**config.mk**
```make
export PLATFORM = sky130hd
export DESIGN_NAME = ctrl_decode_queue
export DESIGN_NICKNAME = d
export VERILOG_FILES = /design/src/rtl/ctrl_decode_queue_pkg.sv /design/src/rtl/ctrl_decode_queue_control_decoder.sv /design/src/rtl/ctrl_decode_queue.sv
export SDC_FILE = /design/constraint.sdc
export NUM_CORES = 1
export LEC_CHECK = 0
export BUFFER_PORTS_ARGS = -buffer_cell sky130_fd_sc_hd__buf_2
export CELL_PAD_IN_SITES_DETAIL_PLACEMENT = 0
export CELL_PAD_IN_SITES_GLOBAL_PLACEMENT = 1
export CORE_MARGIN = 1.5
export CORE_UTILIZATION = 49
export CTS_CLUSTER_DIAMETER = 80
export CTS_CLUSTER_SIZE = 8
export DETAILED_ROUTE_END_ITERATION = 16
export HOLD_SLACK_MARGIN = 0.08
export PLACE_DENSITY_LB_ADDON = 0.1
export SETUP_SLACK_MARGIN = 0.15
export SLEW_MARGIN = 30
export SYNTH_ARGS = -nofsm -noshare
export SYNTH_HDL_FRONTEND = slang
export SYNTH_SLANG_ARGS = --single-unit
```
**constraint.sdc**
```tcl
create_clock -name CLK -period 3.2 [get_ports CLK]
set_input_delay 0.64 -clock CLK [delete_from_list [all_inputs] [get_ports CLK]]
set_output_delay 0.64 -clock CLK [all_outputs]
set_load 0.01 [all_outputs]
```
**src/rtl/ctrl_decode_queue_pkg.sv**
```systemverilog
// Shared types for the per-core decode queue: opcode/funct encodings, control-word fields
// and the HALT instruction word.
package ctrl_decode_queue_pkg;

    localparam logic [31:0] HALT_WORD = 32'hFFFFFFFF;

    typedef enum logic [5:0] {
        OP_RTYPE = 6'b000000,
        OP_J     = 6'b000010,
        OP_JAL   = 6'b000011,
        OP_BEQ   = 6'b000100,
        OP_BNE   = 6'b000101,
        OP_ADDI  = 6'b001000,
        OP_ADDIU = 6'b001001,
        OP_SLTI  = 6'b001010,
        OP_SLTIU = 6'b001011,
        OP_ANDI  = 6'b001100,
        OP_ORI   = 6'b001101,
        OP_XORI  = 6'b001110,
        OP_LUI   = 6'b001111,
        OP_LW    = 6'b100011,
        OP_SW    = 6'b101011,
        OP_LL    = 6'b110000,
        OP_SC    = 6'b111000,
        OP_HALT  = 6'b111111
    } opcode_t;

    typedef enum logic [5:0] {
        FN_SLL  = 6'b000000,
        FN_SRL  = 6'b000010,
        FN_JR   = 6'b001000,
        FN_ADD  = 6'b100000,
        FN_ADDU = 6'b100001,
        FN_SUB  = 6'b100010,
        FN_SUBU = 6'b100011,
        FN_AND  = 6'b100100,
        FN_OR   = 6'b100101,
        FN_XOR  = 6'b100110,
        FN_NOR  = 6'b100111,
        FN_SLT  = 6'b101010,
        FN_SLTU = 6'b101011
    } funct_t;

    typedef enum logic [2:0] {NO_JUMP, JUMP, JUMP_REG, BR_EQ, BR_NE} jump_t;
    typedef enum logic [1:0] {RD_RT, RD_RD, RD_RA} regdst_t;
    typedef enum logic [2:0] {SRC_RT, SRC_SIGN, SRC_ZERO, SRC_LUI, SRC_SHAMT} alusrc_t;
    typedef enum logic [3:0] {
        ALU_SLL, ALU_SRL, ALU_ADD, ALU_SUB, ALU_AND,
        ALU_OR, ALU_XOR, ALU_NOR, ALU_SLT, ALU_SLTU
    } aluop_t;

    typedef struct packed {
        jump_t   jump;
        regdst_t regdst;
        logic    regwen;
        alusrc_t alusrc;
        aluop_t  aluop;
        logic    memtoreg;
        logic    pctoreg;
        logic    memwrite;
        logic    careof;
        logic    atomic;
        logic    halt;
        logic    care_rt;
    } ctrl_word_t;

    function automatic logic is_halt_word(input logic [31:0] w);
        return w == HALT_WORD;
    endfunction

endpackage

```
**src/rtl/ctrl_decode_queue_control_decoder.sv**
```systemverilog
// Purely combinational instruction -> control word decoder. Unknown opcodes and unknown
// R-type functs decode to the all-zero (NOP) control word.
module control_decoder
    import ctrl_decode_queue_pkg::*;
(
    input  logic [31:0] instr_i,
    output ctrl_word_t  ctrl_o
);

    opcode_t opcode;
    funct_t  funct;

    assign opcode = opcode_t'(instr_i[31:26]);
    assign funct  = funct_t'(instr_i[5:0]);

    always_comb begin
        ctrl_o = '0;
        case (opcode)
            OP_RTYPE: begin
                ctrl_o.regwen  = 1'b1;
                ctrl_o.regdst  = RD_RD;
                ctrl_o.care_rt = 1'b1;
                case (funct)
                    FN_SLL:  begin ctrl_o.aluop = ALU_SLL; ctrl_o.alusrc = SRC_SHAMT; end
                    FN_SRL:  begin ctrl_o.aluop = ALU_SRL; ctrl_o.alusrc = SRC_SHAMT; end
                    FN_JR:   begin
                        ctrl_o.jump   = JUMP_REG;
                        ctrl_o.regwen = 1'b0;
                        ctrl_o.regdst = RD_RT;
                    end
                    FN_ADD:  begin ctrl_o.aluop = ALU_ADD; ctrl_o.careof = 1'b1; end
                    FN_ADDU: ctrl_o.aluop = ALU_ADD;
                    FN_SUB:  begin ctrl_o.aluop = ALU_SUB; ctrl_o.careof = 1'b1; end
                    FN_SUBU: ctrl_o.aluop = ALU_SUB;
                    FN_AND:  ctrl_o.aluop = ALU_AND;
                    FN_OR:   ctrl_o.aluop = ALU_OR;
                    FN_XOR:  ctrl_o.aluop = ALU_XOR;
                    FN_NOR:  ctrl_o.aluop = ALU_NOR;
                    FN_SLT:  ctrl_o.aluop = ALU_SLT;
                    FN_SLTU: ctrl_o.aluop = ALU_SLTU;
                    default: ctrl_o = '0;
                endcase
            end
            OP_J:   ctrl_o.jump = JUMP;
            OP_JAL: begin
                ctrl_o.jump    = JUMP;
                ctrl_o.pctoreg = 1'b1;
                ctrl_o.regdst  = RD_RA;
                ctrl_o.regwen  = 1'b1;
            end
            OP_BEQ: begin ctrl_o.jump = BR_EQ; ctrl_o.aluop = ALU_SUB; ctrl_o.care_rt = 1'b1; end
            OP_BNE: begin ctrl_o.jump = BR_NE; ctrl_o.aluop = ALU_SUB; ctrl_o.care_rt = 1'b1; end
            OP_ADDI: begin
                ctrl_o.regwen = 1'b1; ctrl_o.alusrc = SRC_SIGN;
                ctrl_o.aluop  = ALU_ADD; ctrl_o.careof = 1'b1;
            end
            OP_ADDIU: begin ctrl_o.regwen = 1'b1; ctrl_o.alusrc = SRC_SIGN; ctrl_o.aluop = ALU_ADD;  end
            OP_SLTI:  begin ctrl_o.regwen = 1'b1; ctrl_o.alusrc = SRC_SIGN; ctrl_o.aluop = ALU_SLT;  end
            OP_SLTIU: begin ctrl_o.regwen = 1'b1; ctrl_o.alusrc = SRC_SIGN; ctrl_o.aluop = ALU_SLTU; end
            OP_ANDI:  begin ctrl_o.regwen = 1'b1; ctrl_o.alusrc = SRC_ZERO; ctrl_o.aluop = ALU_AND;  end
            OP_ORI:   begin ctrl_o.regwen = 1'b1; ctrl_o.alusrc = SRC_ZERO; ctrl_o.aluop = ALU_OR;   end
            OP_XORI:  begin ctrl_o.regwen = 1'b1; ctrl_o.alusrc = SRC_ZERO; ctrl_o.aluop = ALU_XOR;  end
            OP_LUI:   begin ctrl_o.regwen = 1'b1; ctrl_o.alusrc = SRC_LUI;  ctrl_o.aluop = ALU_OR;   end
            OP_LW, OP_LL: begin
                ctrl_o.regwen   = 1'b1;
                ctrl_o.memtoreg = 1'b1;
                ctrl_o.alusrc   = SRC_SIGN;
                ctrl_o.aluop    = ALU_ADD;
                ctrl_o.atomic   = (opcode == OP_LL);
            end
            OP_SW: begin
                ctrl_o.memwrite = 1'b1; ctrl_o.alusrc = SRC_SIGN;
                ctrl_o.aluop    = ALU_ADD; ctrl_o.care_rt = 1'b1;
            end
            // SC both stores rt and writes the success flag back into rt.
            OP_SC: begin
                ctrl_o.memwrite = 1'b1; ctrl_o.atomic   = 1'b1;
                ctrl_o.regwen   = 1'b1; ctrl_o.memtoreg = 1'b1;
                ctrl_o.alusrc   = SRC_SIGN; ctrl_o.aluop = ALU_ADD;
                ctrl_o.care_rt  = 1'b1;
            end
            OP_HALT: ctrl_o.halt = is_halt_word(instr_i);
            default: ctrl_o = '0;
        endcase
    end

endmodule

```
**src/rtl/ctrl_decode_queue.sv**
```systemverilog
// Per-core decode queue with control decoder on the head entry and sticky HALT tracking.
// CTRL_PREDECODE_EN moves the decoder to the write side and stores control words per entry.
module ctrl_decode_queue
    import ctrl_decode_queue_pkg::*;
#(
    parameter int DEPTH = 4,
    parameter int IW    = 32
) (
    input  logic                       CLK,
    input  logic                       nRST,
    input  logic                       flush,
    input  logic                       in_valid,
    output logic                       in_ready,
    input  logic [IW-1:0]              in_instr,
    input  logic [IW-1:0]              in_pc,
    output logic                       out_valid,
    input  logic                       out_ready,
    output logic [IW-1:0]              out_instr,
    output logic [IW-1:0]              out_pc,
    output ctrl_word_t                 out_ctrl,
    output logic                       halted,
    output logic [$clog2(DEPTH+1)-1:0] count
);

    localparam int PW = $clog2(DEPTH);
    localparam int CW = $clog2(DEPTH+1);
    localparam logic [CW-1:0] FULL_C = CW'(DEPTH);

    logic [PW-1:0] wr_ptr_q, wr_ptr_d, rd_ptr_q, rd_ptr_d;
    logic [CW-1:0] count_q, count_d;
    logic          halt_seen_q, halt_seen_d;
    logic          halted_q, halted_d;
    logic          push, pop, head_valid;
    ctrl_word_t    head_ctrl;

    logic [IW-1:0] instr_mem [DEPTH];
    logic [IW-1:0] pc_mem    [DEPTH];

    assign head_valid = (count_q != '0);
    assign in_ready   = (count_q < FULL_C) && !halt_seen_q && !halted_q;
    assign push       = in_valid && in_ready && !flush;
    assign pop        = head_valid && out_ready;

    always_comb begin
        wr_ptr_d    = wr_ptr_q;
        rd_ptr_d    = rd_ptr_q;
        count_d     = count_q;
        halt_seen_d = halt_seen_q;
        halted_d    = halted_q;
        if (flush) begin
            wr_ptr_d    = '0;
            rd_ptr_d    = '0;
            count_d     = '0;
            halt_seen_d = 1'b0;
        end else begin
            if (push) begin
                wr_ptr_d = wr_ptr_q + PW'(1);
                if (is_halt_word(in_instr[31:0]))
                    halt_seen_d = 1'b1;
            end
            if (pop)
                rd_ptr_d = rd_ptr_q + PW'(1);
            if (push && !pop)
                count_d = count_q + CW'(1);
            else if (pop && !push)
                count_d = count_q - CW'(1);
        end
        // A popped HALT has reached execute, so it counts even under flush.
        if (pop && head_ctrl.halt)
            halted_d = 1'b1;
    end

    always_ff @(posedge CLK or negedge nRST) begin
        if (!nRST) begin
            wr_ptr_q    <= '0;
            rd_ptr_q    <= '0;
            count_q     <= '0;
            halt_seen_q <= 1'b0;
            halted_q    <= 1'b0;
        end else begin
            wr_ptr_q    <= wr_ptr_d;
            rd_ptr_q    <= rd_ptr_d;
            count_q     <= count_d;
            halt_seen_q <= halt_seen_d;
            halted_q    <= halted_d;
        end
    end

    always_ff @(posedge CLK) begin
        if (push) begin
            instr_mem[wr_ptr_q] <= in_instr;
            pc_mem[wr_ptr_q]    <= in_pc;
        end
    end

`ifdef CTRL_PREDECODE_EN
    ctrl_word_t ctrl_mem [DEPTH];
    ctrl_word_t in_ctrl;

    control_decoder u_decoder (
        .instr_i (in_instr[31:0]),
        .ctrl_o  (in_ctrl)
    );

    always_ff @(posedge CLK) begin
        if (push)
            ctrl_mem[wr_ptr_q] <= in_ctrl;
    end

    assign head_ctrl = ctrl_mem[rd_ptr_q];
`else
    logic [IW-1:0] head_instr;

    assign head_instr = instr_mem[rd_ptr_q];

    control_decoder u_decoder (
        .instr_i (head_instr[31:0]),
        .ctrl_o  (head_ctrl)
    );
`endif

    // Storage is not reset, so every head-facing output is gated by occupancy.
    assign out_valid = head_valid;
    assign out_instr = head_valid ? instr_mem[rd_ptr_q] : '0;
    assign out_pc    = head_valid ? pc_mem[rd_ptr_q]    : '0;
    assign out_ctrl  = head_valid ? head_ctrl           : '0;
    assign halted    = halted_q;
    assign count     = count_q;

endmodule
```
Word level (Yosys, flattened, before mapping)

Memory sizes are Yosys's and may differ from the RTL's.
Cells that the tools add are included.

Memories: 2
Flip-flop bits (word level): 9
Memory bits (writable): 256
Bits of input ports: 69
Output and inout port bits: 90
Logic and storage cells: 113

Memories:

| name      | depth | width | read ports | clocked after Yosys merged registers in | write ports | RTL line                | source |
|---|---|---|---|---|---|---|---|
| instr_mem | 4     | 32    | 1          | 0                                       | 1           | ctrl_decode_queue.sv:36 | `logic [IW-1:0] instr_mem [DEPTH];` |
| pc_mem    | 4     | 32    | 1          | 0                                       | 1           | ctrl_decode_queue.sv:37 | `logic [IW-1:0] pc_mem [DEPTH];` |

Add/subtract/negate cells: 4
Equality and inequality tests: 31
$lt $le $gt $ge: 1
Reduce and logical (&&, ||, !) cells: 38
Muxes and demuxes: 32

Operators with widths:

| kind                   | number |
|---|---|
| $eq A6 B6 Y1 const B   | 15 |
| $eq A32 B32 Y1 const B | 2 |
| $mux W32               | 2 |
| $eq A6 B4 Y1 const B   | 9 |
| $pmux W4 S9            | 1 |
| $pmux W4 S8            | 1 |
| $pmux W3 S4            | 2 |
| $reduce_or A12 Y1      | 2 |
| $mux W20               | 1 |
| $eq A6 B2 Y1 const B   | 3 |
| $reduce_or A2 Y1       | 9 |
| $reduce_or A13 Y1      | 1 |
| $eq A6 B3 Y1 const B   | 2 |
| $logic_not A6 Y1       | 2 |
| $mux W3                | 4 |
| $mux W1                | 10 |
| $pmux W5 S2            | 1 |
| $logic_and A1 B1 Y1    | 8 |
| $mux W2                | 4 |
| $pmux W1 S2            | 4 |
| $reduce_or A8 Y1       | 1 |
| $reduce_bool A2 Y1     | 3 |
| $reduce_bool A3 Y1     | 2 |
| $reduce_or A3 Y1       | 2 |
| other kinds (10)       | 15 |

Logic depth before layout (Yosys ltp)

Gate-level depths: netlist (run 1).

Depth after elaboration: 10
Gate-level depth with buffers: 9
Depth with buffers taken out: 9

Cells and area by module

From an unflattened synthesis (run 1), not the netlist that was laid out.

Cells, all modules: 580
Area total of the unflattened synthesis: 10,955.5 µm²

Modules (own cells, without submodules):

| module            | cells each | instances | sequential area each (µm²) | area an instance (µm²) |
|---|---|---|---|---|
| ctrl_decode_queue | 491        | 1         | 7,912.6                    | 10,413.7 |
| control_decoder   | 89         | 1         | 0.0                        | 541.8 |

Worst setup path after synthesis (run 1)

No wires, ideal clock.

Path type: register to register
Start point: register count_q[2] (netlist: count[2])
End point: memory instr_mem[0][0] (enable)
Buffers on the path: 0
Required time: 2.771 ns
Arrival time: 2.686 ns
Clock period less this slack: 3.115 ns
Cell stages (with the launch flop): 5
Slack: 0.085 ns
Setup time: 0.429 ns
Path through: dfrtp_1 -> nor3_1 -> nand2_1 -> nor2_1 -> and2_1

Word-level cells in the longest chain between the ends: 7

RTL lines:

| what                             | RTL line                | source |
|---|---|---|
| start: declaration               | ctrl_decode_queue.sv:30 | `logic [CW-1:0] count_q, count_d;` |
| start signal: assignment         | ctrl_decode_queue.sv:83 | `count_q <= count_d;` |
| $lt A3 B3 Y1                     | ctrl_decode_queue.sv:40 | `assign in_ready = (count_q < FULL_C) && !halt_seen_q && !halted_q;` |
| $logic_and A1 B1 Y1 (2 in a row) | ctrl_decode_queue.sv:40 |  |
| via in_ready                     | ctrl_decode_queue.sv:13 | `output logic in_ready,` |
| $logic_and A1 B1 Y1 (2 in a row) | ctrl_decode_queue.sv:41 | `assign push = in_valid && in_ready && !flush;` |
| $mux W1                          | ctrl_decode_queue.sv:90 | `if (push) begin` |
| $mux W1 (implied by the code)    | ctrl_decode_queue.sv:91 | `instr_mem[wr_ptr_q] <= in_instr;` |
| end: declaration                 | ctrl_decode_queue.sv:36 |  |

The timed path passes the listed nets, and every way through them passes these cells.

==> impl_metrics.yaml, run 1 <==
worst_setup_path:
  critical_path_class: "register to output pin"
  cp-start-kind: "register"
  path_buf_inv: 3
  worstPathMaxFanout: 6
  required_ps: 2560
  end_kind: "output pin"
  r2r-start: "rd_ptr_q[0]"
  crit_cells: 8
  critical_path.most_common_cell: "buf_12"
  crit_path_top_delay_cell: "mux4_2"
  cp_cell_sequence: "buf_12 -> buf_12 -> mux4_2 -> nor4_4 -> and2_4 -> a21boi_2 -> o21bai_1 -> buf_2"
  rr_worst_depth: 10
  timing.rr.end: "halted"
  reg2reg_setup_slack_ps: 800
  max_stage_delay_ps: 520
  cpLargestDelayFamily: "multiplexers"
  cp.arrival_ps: 2710
cells_and_area:
  finalNonFillerCells: 1080
  seqCellArea_sq_mm: 0.00792
  area_growth_pct: 25.1
  multiInputGateArea_sq_mm: 0.00292
  antenna_cells: 0
  nFillCells: 1607
  drive_above_1_share_pct: 44.0
  final_nets: 865
sta:
  setup_ws_ps: -154
  drv_slew: 0
  final.period_utilization_pct: 105
  worst_pin_slew_ps: 791
  hold_viol: 0
  rsz0062_at_grt: "yes"
  relSlewSlack_pct: 46.8
  min_period_ps: 3350
  worst_clock_skew_ps: 15.5
  setup_viol: 12
  fmax_mhz: 298
detailed_routing:
  highest_layer: "met5"
  drt-total-wl_microns: 24400
  vias_per_cell: 5.69
  via_count: 6142
  dr_wl_met2_microns: 12500
  drt_iter0_drc: 317
  wl_per_cell_microns: 22.6
  wl_met3_microns: 1490
  route.layer.met1.wl_microns: 9970
  postRouteAntennaNets: 0
  drcViolationCount: 0
  dr.pass1.iters: 4
synthesis:
  yosysSeqAreaShare_pct: 72.8
  muxShareOfSynthArea_pct: 13.4
  synth_cells: 573
  synth_top_family_by_area: "multiplexers"
  synthXorXnorAreaFrac_pct: 0.564
  syn_area_per_cell_sq_um: 19.0
  synth_fa_ha_area_share_pct: 0.645
  synth_area_sq_mm: 0.0109
  synthFlopType: "edfxtp_1"
  syn_nets: 647
  synth-edff-count: 256
  async_flop_share_pct: 3.40
  ys_seq_elements: 265
  yosysWarnings: 0
  synth_compound_area_share_pct: 2.07
  synth-simple-area-share_pct: 8.88
  ys_types: 53
clock_network:
  clockRootBuffer: "clkbuf_16"
  cts_sinks: 265
  clock_latency_ps: 510
  cts_tree: "done"
  cts_made_buffers: 39
  clk_path_buf_depth: 3
  path_clk_slew_ps: 50
  htree_levels: 2
power_and_ir_drop:
  leakage_nw: 4.79
  power-per-cell-area_mw_per_mm2: 838
  peakVddDrop_mv: 0.461
  finalPower_mw: 11.4
floorplan:
  die-area_sq_mm: 0.0231
  core_area_sq_mm: 0.0218
  chipHeight_microns: 152
  start_util_pct: 49.9
  rows: 54
  die_w_microns: 152
  boundaryPins: 159
hold_path:
  holdPathStages: 1
  min_to: "pc_mem[0][14]"
  hold_path.class: "input pin to register"
  min_from: "in_pc[14]"
global_route:
  grt_usage_pct: 21.5
  grt-ovfl-total: 0
  grt_max_degree: 36
  antenna_found_initial: 1
  grt_pass1_wl_microns: 37900
  grt_pass1_vias: 6677
placement:
  gp_congestion: 0.865
  port_buffers: 158
  post-dp-hpwl_microns: 15600
  dpl.cell_count: 1005
outcome:
  violations: "negative setup slack"
  run_status: "finished with violations"
run:
  maxCapViolCount: 0
-- logic make-up after synthesis --
logic type	Yosys count
AO/OA/AOI/OAI	32
multiplexers	65
buffers and inverters	34
AND/OR/NAND/NOR	165
adder cells (fa/ha/maj)	5
XOR/XNOR	7
flip-flops	265
-- final cells by class --
class	instances	area share (%)
Tap cell	280	2.58
Clock inverter	3	0.249
Inverter	7	0.212
Sequential cell	265	58.3
Timing Repair Buffer	204	9.66
Clock buffer	47	7.56
Multi-Input combinational cell	274	21.5
-- placed cells by master, fill, tap and decap left out, types with 3 or more instances in the layout --
cell type	n
and3_1	3
nand4_1	13
buf_4	27
edfxtp_1	256
nor2_2	3
nand2b_1	3
clkbuf_16	40
nor3_2	5
dfrtp_1	7
buf_6	7
a31oi_1	4
and2_4	5
nand2_1	15
and2_1	64
buf_12	8
nand3_1	5
o21bai_1	3
xnor2_1	5
ha_1	4
buf_2	158
nor2_1	16
o31ai_1	4
clkbuf_1	7
nand2_2	3
inv_1	4
mux4_2	64
nor2b_1	6
a21oi_1	5
nor2_4	5
-- synth_stat cells (all sizes together), types with 2 or more instances --
cell type / number / share of area, %
edfxtp: 256 / 71
and2: 69 / 4.0
mux4: 64 / 13
nor2: 24 / 0.83
nand2: 18 / 0.62
buf: 16 / 0.98
nand4: 13 / 0.75
clkbuf: 11 / 0.38
dfrtp: 9 / 2.1
nor3: 8 / 0.41
inv: 7 / 0.24
nand3: 7 / 0.32
a21oi: 6 / 0.28
nor2b: 6 / 0.35
nor4: 5 / 0.48
o21ai: 5 / 0.23
o31ai: 5 / 0.39
xnor2: 5 / 0.40
a31oi: 4 / 0.23
ha: 4 / 0.46
and3: 3 / 0.17
nand2b: 3 / 0.17
o21bai: 3 / 0.21
a211oi: 2 / 0.18
a21boi: 2 / 0.17
nand3b: 2 / 0.17
nor4b: 2 / 0.22
or2: 2 / 0.12
xor2: 2 / 0.16
-- metal layers --
layer | global-route usage [%] | vias to the layer above
li1 | - | 2722
met1 | 27.5 | 3191
met2 | 36.9 | 194
met3 | 5.42 | 33
met4 | 5.64 | 2
met5 | 0 | -
-- per-stage QoR --
step | TNS, ps | hold WS, ps | worst slack [ps] | utilization (%) | cell area [sq um]
6_report | -1170 | 345 | -154 | 62.5 | 13600
5_1_grt | -2240 | 336 | -233 | 62.5 | 13600
4_1_cts | -1590 | 330 | -184 | 61.9 | 13500
3_5_place_dp | 0 | 507 | 145 | 55.6 | 12100
3_3_place_gp | 0 | 500 | 179 | 55.6 | 12100
2_1_floorplan | 0 | 344 | 465 | - | 10900
-- repair_timing --
item	4_1_cts	5_1_grt
hold buffers	1	0
gates cloned	1	0
setup endpoints to repair	43	34
setup buffers	16	7
pin swaps	10	13
hold endpoints to repair	9	0
gates resized for setup	32	19
-- where the power goes --
group | switching (mW) | internal [mW] | leakage (nW)
combinational | 1.96 | 1.71 | 1.84
sequential | 0.0923 | 4.07 | 2.44
clock | 1.33 | 2.23 | 0.517
-- flip-flops by register name (all words and copies together), names as in the netlist --
signal and count:
instr_mem 128, pc_mem 128, count 3, rd_ptr_q 2, wr_ptr_q 2, halt_seen_q 1, halted 1
-- how the worst max path moves through the flow --
stage,start,slack (ps),end
after floorplan,rd_ptr_q[0],470,out_ctrl[18]
after global routing,rd_ptr_q[0],-230,out_ctrl[18]
after detailed placement,rd_ptr_q[0],140,out_ctrl[18]
after global placement,rd_ptr_q[0],180,out_ctrl[18]
after CTS,rd_ptr_q[0],-180,out_ctrl[14]
final,rd_ptr_q[0],-150,out_ctrl[14]
(Power assumes the default switching activity.)
==> run 2, diff against run 1 <==
Settings changed: CORE_MARGIN 1.5 to 3.
==> impl_metrics.yaml, run 2 (synthesized netlist as in run 1, its figures left out) <==
run:
  maxCapViolCount: 0
clock_network:
  cts_made_buffers: 39
  path_clk_slew_ps: 50
  clockRootBuffer: "clkbuf_16"
  cts_tree: "done"
  clk_path_buf_depth: 3
  cts_sinks: 265
  htree_levels: 2
  clock_latency_ps: 500
sta:
  worst_pin_slew_ps: 681
  relSlewSlack_pct: 54.5
  rsz0062_at_grt: "yes"
  setup_ws_ps: -260
  final.period_utilization_pct: 108
  setup_viol: 14
  drv_slew: 0
  fmax_mhz: 289
  hold_viol: 0
  worst_clock_skew_ps: 8.93
  min_period_ps: 3460
detailed_routing:
  via_count: 6163
  dr.pass1.iters: 5
  drt_iter0_drc: 420
  drt-total-wl_microns: 24200
  drcViolationCount: 0
  wl_per_cell_microns: 22.2
  vias_per_cell: 5.67
  postRouteAntennaNets: 0
global_route:
  antenna_found_initial: 6
  grt_usage_pct: 20.3
  grt_pass1_vias: 6592
  grt_max_degree: 37
  grt_pass1_wl_microns: 37700
  grt-ovfl-total: 0
outcome:
  run_status: "finished with violations"
  violations: "negative setup slack"
placement:
  dp_slack_ps: 71.2
  gp_congestion: 0.886
  post-dp-hpwl_microns: 15200
  dpl.cell_count: 1001
  port_buffers: 158
  dpl_cell_area_sq_mm: 0.0121
power_and_ir_drop:
  peakVddDrop_mv: 0.469
  power_frac_seq_pct: 36.1
  internal_power_mw: 8.17
  netSwitchingFraction_pct: 29.2
  clkPwrFrac_pct: 30.7
  switchingPower_mw: 3.37
  leakage_nw: 4.90
  power-per-cell-area_mw_per_mm2: 840
  p_comb_share_pct: 33.2
worst_setup_path:
  cp.arrival_ps: 2820
  crit_path_start: "rd_ptr_q[0]"
  cp_cell_sequence: "buf_12 -> mux4_2 -> nor4_4 -> and2_4 -> a21boi_2 -> o21bai_1 -> buf_2"
  end_kind: "output pin"
  required_ps: 2560
  max_stage_delay_ps: 570
  cp-start-kind: "register"
  rr_worst_depth: 5
  critical_path_class: "register to output pin"
  crit_path_top_delay_cell: "mux4_2"
  worstPathMaxFanout: 7
  r2r-start: "count[2]"
cells_and_area:
  multiInputGateArea_sq_mm: 0.00293
  finalNonFillerCells: 1087
  seqCellArea_sq_mm: 0.00792
  final_area_sq_mm: 0.0137
  final_nets: 874
  nFillCells: 1493
  drive_above_1_share_pct: 44.3
  area_growth_pct: 26.5
  final_cell_mix: "edfxtp_1 (256), buf_2 (156), mux4_2 (64)"
  mostFrequentLayoutCell: "edfxtp_1"
  utilization_pct: 64.2
floorplan:
  die_w_microns: 155
  start_util_pct: 50.7
  rows: 53
  chipHeight_microns: 155
  core_area_sq_mm: 0.0214
  boundaryPins: 159
  die-area_sq_mm: 0.0240
hold_path:
  min_from: "in_pc[21]"
  hold_path.class: "input pin to register"
  holdPathStages: 1
run 2: cell types whose count changed in the layout (fill, tap and decap cells not counted), moves of 3 or more:
| cell | before | now |
|---|---|---|
| buf_4 | 27 | 33 |
| nor2_1 | 16 | 19 |
| diode_2 | 0 | 3 |
| buf_6 | 7 | 10 |
| nor3_2 | 5 | 2 |
run 2: what timing repair did:
item,in CTS,in global routing
pin swaps,14,7
setup buffers,25,4
cloned,3,0
hold buffers,1,0
endpoints found under the hold margin,9,0
gates resized for setup,39,19
endpoints found under the setup margin,52,56
run 2: power groups by stage:
| stage | logic (mW) | registers [mW] | clock network (mW) |
|---|---|---|---|
| after floorplan | 2.11 | 4.19 | 0 |
| after global placement | 3.19 | 4.25 | 0 |
| after detailed placement | 3.20 | 4.26 | 0 |
| after CTS | 3.77 | 4.17 | 3.63 |
| after global routing | 4.14 | 4.19 | 3.77 |
| final | 3.83 | 4.17 | 3.54 |
run 2: layout make-up:
| cell class | instances | share of cell area [%] |
|---|---|---|
| Clock inverter | 3 | 0.246 |
| Inverter | 7 | 0.209 |
| Multi-Input combinational cell | 274 | 21.3 |
| Timing Repair Buffer | 213 | 10.6 |
| Tap cell | 275 | 2.50 |
| Sequential cell | 265 | 57.6 |
| Antenna cell | 3 | 0.0546 |
| Clock buffer | 47 | 7.47 |
run 2: per-stage QoR:
stage	power, mW	setup TNS, ps	hold WS (ps)
floorplan	6.30	0	344
global placement	7.44	0	498
detailed placement	7.46	0	513
CTS	11.6	-2650	328
global route	12.1	-5170	335
finish	11.5	-1990	350
run 2: worst max-delay path: cells and delay by family (launching register included):
family / cells / cell delay, ps
AOI/OAI and AO/OA: 2 / 350
buffers and inverters: 2 / 300
DFF: 1 / 490
muxes: 1 / 570
and+or+nand+nor: 2 / 600
run 2: worst paths after layout:
kind                                    end  slack [ps]
min in group asynchronous            halted         540
setup / recovery               out_ctrl[14]        -260
setup reg to reg           instr_mem[2][11]         820
hold reg to reg                      halted         570
max in group asynchronous       rd_ptr_q[0]        2450
hold / removal                pc_mem[0][21]         350
run 2: routing by layer:
metal	GRT usage, %	up-vias	share of wire (%)
li1	-	2752	-
met2	33.9	226	50
met3	4.95	56	6.5
met5	0	-	0.12
met1	26.7	3123	40
met4	6.48	6	2.8
